<file path="src/rtl/unidade_controle.sv">
`default_nettype none
// ============================================================================
// Module   : unidade_controle
// Purpose  : Multi-cycle control unit for the pratica2 processor. Latches a
//            9-bit instruction and sequences the datapath over 2 or 4 cycles.
// Revision : 1.0 - initial release
// ============================================================================
module unidade_controle #(
    parameter int NREG = 8
) (
    input  logic            clock,
    input  logic            reset,
    input  logic            run,
    input  logic [15:0]     din,
    output logic [8:0]      ir,
    output logic [NREG-1:0] rout,
    output logic            gout,
    output logic            dinout,
    output logic [NREG-1:0] rin,
    output logic            ain,
    output logic            gin,
    output logic [2:0]      alu_op,
    output logic            done
);

    typedef enum logic [1:0] {
        T0 = 2'd0,
        T1 = 2'd1,
        T2 = 2'd2,
        T3 = 2'd3
    } state_t;

    localparam logic [2:0]      c_op_mv  = 3'b000;
    localparam logic [2:0]      c_op_mvi = 3'b001;
    localparam logic [NREG-1:0] c_one    = {{(NREG-1){1'b0}}, 1'b1};

    state_t          r_state;
    state_t          w_next;
    logic [8:0]      r_ir;
    logic [2:0]      w_op;
    logic [NREG-1:0] w_xsel;
    logic [NREG-1:0] w_ysel;
    logic            w_unused;

    // Only the low nine bits of din form an instruction; the rest is data.
    assign w_unused = ^din[15:9];

    assign w_op   = r_ir[8:6];
    assign w_xsel = c_one << r_ir[5:3];
    assign w_ysel = c_one << r_ir[2:0];
    assign ir     = r_ir;

    always_ff @(posedge clock) begin
        if (reset) begin
            r_state <= T0;
            r_ir    <= 9'd0;
        end else begin
            r_state <= w_next;
            if (r_state == T0 && run) begin
                r_ir <= din[8:0];
            end
        end
    end

    always_comb begin
        w_next = r_state;
        rout   = '0;
        gout   = 1'b0;
        dinout = 1'b0;
        rin    = '0;
        ain    = 1'b0;
        gin    = 1'b0;
        alu_op = 3'b000;
        done   = 1'b0;
        case (r_state)
            T0: begin
                if (run) begin
                    w_next = T1;
                end
            end
            T1: begin
                if (w_op == c_op_mv) begin
                    rout   = w_ysel;
                    rin    = w_xsel;
                    done   = 1'b1;
                    w_next = T0;
                end else if (w_op == c_op_mvi) begin
                    dinout = 1'b1;
                    rin    = w_xsel;
                    done   = 1'b1;
                    w_next = T0;
                end else begin
                    rout   = w_xsel;
                    ain    = 1'b1;
                    w_next = T2;
                end
            end
            T2: begin
                rout   = w_ysel;
                gin    = 1'b1;
                alu_op = w_op;
                w_next = T3;
            end
            T3: begin
                gout   = 1'b1;
                rin    = w_xsel;
                done   = 1'b1;
                w_next = T0;
            end
            default: w_next = T0;
        endcase
        // Reset silences every strobe in the same cycle so an aborted
        // instruction never writes a register or retires.
        if (reset) begin
            rout   = '0;
            gout   = 1'b0;
            dinout = 1'b0;
            rin    = '0;
            ain    = 1'b0;
            gin    = 1'b0;
            alu_op = 3'b000;
            done   = 1'b0;
        end
    end

endmodule
`default_nettype wire

</file>
<file path="config.mk">
export PLATFORM = sky130hd
export DESIGN_NAME = unidade_controle
export DESIGN_NICKNAME = d
export VERILOG_FILES = /design/src/rtl/unidade_controle.sv
export SDC_FILE = /design/constraint.sdc
export NUM_CORES = 1
export LEC_CHECK = 0
export CORE_MARGIN = 2
export CORE_UTILIZATION = 37
export CTS_CLUSTER_SIZE = 30
export DETAILED_ROUTE_END_ITERATION = 7
export PLACE_DENSITY = 0.95
export RECOVER_POWER = 100
export SLEW_MARGIN = 40
export SYNTH_ARGS = -nofsm -noshare
export SYNTH_HDL_FRONTEND = slang
export SYNTH_SLANG_ARGS = --single-unit
</file>
<file path="constraint.sdc">
create_clock -name clock -period 2.2 [get_ports clock]
set_input_delay 0.33 -clock clock [delete_from_list [all_inputs] [get_ports clock]]
set_output_delay 0.33 -clock clock [all_outputs]
set_load 0.02 [all_outputs]
</file>
==> flow_summary.ini <==
[sta]
fin_ws_ps = 25.28
max_freq_ghz = 0.4598
fin_crit_ps = 2175
hold_violations = 0
final.setup.tns_ps = 0
finalCritPeriodShare = 0.9885
relSlewSlack = 0.6906
drv_slew = 0
setup_viol = 0
worst_slew_pin_slew_ps = 464.2
finClkSkew_ps = 0.5821
rsz0062_at_grt = true

[placement]
gp_congestion = 0.8255
placed_area_um2 = 1276
hpwlAfterDp_um = 1967
port-buffer-count = 44
pre_cts_ws_ps = -317.9

[detailed_routing]
wl_per_cell_um = 14.61
drcViolationCount = 0
finalWirelength_um = 2644
drt-vias-per-instance = 5.348
antenna_left = 0
dr.pass1.iters = 4
drtIter0Drc = 23
vias = 968

[finish]
layout_commonest_cell = nand2_1
drive_gt1_frac = 0.2273
final_cell_mix = nand2_1 (13), clkdlybuf4s50_1 (12), dlygate4sd2_1 (11)
final_area_um2 = 1279
area_growth_pct = 70.90
fin_nets = 178
fin_util = 0.6585
num-fill-cells = 187
antenna_cells = 0

[setup_path]
crit_path_end_kind = output port
startpoint_type = flop
cp.arrival_ps = 1840
reg2regPathDepth = 5
cp_slowest_cell = dfxtp_2
cp.required_ps = 1870
critPathMaxStageDelay_ps = 350
r2r_slack_ps = 680
crit_fanout = 4
cp_cell_sequence = inv_1 > ha_1 > nor2b_4 > nand3b_1 > o32ai_2 > buf_4
crit_type = flop to output port
timing.rr.end = ir[5]

[synthesis]
synth_cells = 100
syn_nets = 123
syn_avg_cell_area_um2 = 7.482
synth-warning-count = 0
yosys_register_bits = 11
ys_seq_area_frac = 0.2943
yosysUniqueCellTypes = 26
synth_area_um2 = 748.2

[clocking]
cts_buffer_depth = 2
clk_latency_ps = 270
cts_setup_buffers = 0
ctsHoldBuffers = 0
root_buffer = clkbuf_4
cts_tree = built
cts.reportedPaths.clkPinSlew_ps = 70
cts_buffers = 3
htree_levels = 1
clkSinkCount = 11

[hold_path]
hold_path.class = flop to flop
whs_endpoint = ir[4]
min_from = ir[4]
hold_depth = 2

[pwr]
peakVddDrop_v = 0.0004236
p_per_area_nw_per_um2 = 447.8
power.leakage_uw = 0.0005744

[grt]
first_global_vias = 892
grt_antenna_before_repair = 0
gr-total-overflow = 0
grt_max_degree = 15
track_usage = 0.2146
grt_pass1_wl_um = 3946

[floorplan]
fp.dieH_um = 48.97
io-pin-count = 52
design.die.area_um2 = 2398
rows = 16
fp.dieW_um = 48.97
core-area_um2 = 1942
initial_core_util = 0.3853

[status]
status = finished, final reports clean

[job]
drv_cap = 0
-- worst max-delay path, delay by kind of cell (launching register included) --
| family | cells | cell delay (ps) |
|---|---|---|
| adder cells (fa/ha/maj) | 1 | 310 |
| AND/OR/NAND/NOR | 2 | 330 |
| flip-flops | 1 | 350 |
| buffers and inverters | 2 | 260 |
| AO/OA/AOI/OAI | 1 | 320 |
-- Yosys cell counts --
cell type | n | area share
o21bai_2 | 1 | 0.015
o32ai_1 | 4 | 0.047
nor4b_4 | 1 | 0.032
and2_2 | 1 | 0.010
nor2_1 | 4 | 0.020
o22ai_1 | 4 | 0.033
buf_2 | 2 | 0.013
or2_2 | 2 | 0.017
nor3b_1 | 1 | 0.010
and2_1 | 3 | 0.025
nand3_1 | 10 | 0.067
inv_1 | 4 | 0.020
dfxtp_1 | 11 | 0.29
nor3_1 | 8 | 0.054
ha_1 | 4 | 0.067
nor2b_1 | 5 | 0.042
nor2_2 | 1 | 0.0084
nand3b_1 | 2 | 0.020
a21oi_1 | 10 | 0.067
clkbuf_1 | 1 | 0.0050
nand4b_1 | 1 | 0.012
nand2_1 | 13 | 0.065
a211oi_1 | 1 | 0.010
nand4_1 | 2 | 0.017
nand2b_1 | 2 | 0.017
o21ai_0 | 2 | 0.013
-- kinds of logic (layout without fill, tap and decap cells) --
kind of cell | after synthesis | in the layout | share of synthesized area
adders and majority gates | 4 | 4 | 0.06689
and+or+nand+nor | 56 | 56 | 0.4147
DFF | 11 | 11 | 0.2943
AOI/OAI and AO/OA | 22 | 22 | 0.1856
buffers and inverters | 7 | 61 | 0.03845
-- worst max path at each step --
stage / end / depth (start not counted) / startpoint / slack [ps]
after global placement: rin[2] / 5 / reset / -200
after CTS: done / 6 / r_state[0] / -110
final: rout[2] / 6 / flop / 30
after global routing: rout[2] / 6 / flop / -50
after floorplan: rout[6] / 5 / r_state[0] / 200
after detailed placement: rout[2] / 5 / reset / -320
-- state kept, by name (all words and copies together), names as in the netlist, named ones only --
name,cells
ir,9
r_state,1
-- power breakdown --
| group | internal (uW) | switching [uW] |
|---|---|---|
| sequential | 214 | 21.9 |
| combinational | 92.9 | 104 |
| clock | 70.4 | 70.0 |
-- layout make-up --
| type | instances | area (um2) | area share |
|---|---|---|---|
| inverters | 4 | 15.01 | 0.01174 |
| clock buffers | 4 | 26.28 | 0.02055 |
| repair buffers | 53 | 441.7 | 0.3454 |
| multi-input cells | 82 | 539.3 | 0.4217 |
| flip-flops and latches | 11 | 222.7 | 0.1742 |
| well taps | 27 | 33.78 | 0.02642 |
-- what timing repair did --
action,4_1_cts,5_1_grt
pin swaps,0,5
resized for setup,46,22
cloned,0,0
setup endpoints to repair,23,18
-- layer usage --
layer,GRT usage,part of all wire
met1,0.2090,0.39
met2,0.4132,0.53
met3,0.02454,0.051
met4,0.1524,0.031
met5,0,0
-- through the flow --
| step | hold WS (ps) | total power (uW) | cells |
|---|---|---|---|
| 6_report | 526.9 | 572.6 | 181 |
| 5_1_grt | 556.3 | 601.0 | 181 |
| 4_1_cts | 530.5 | 573.0 | 181 |
| 3_5_place_dp | 521.6 | 430.8 | 177 |
| 3_3_place_gp | 505.0 | 421.3 | 177 |
| 2_1_floorplan | 402.8 | 335.6 | 100 |
(Power assumes the default switching activity.)
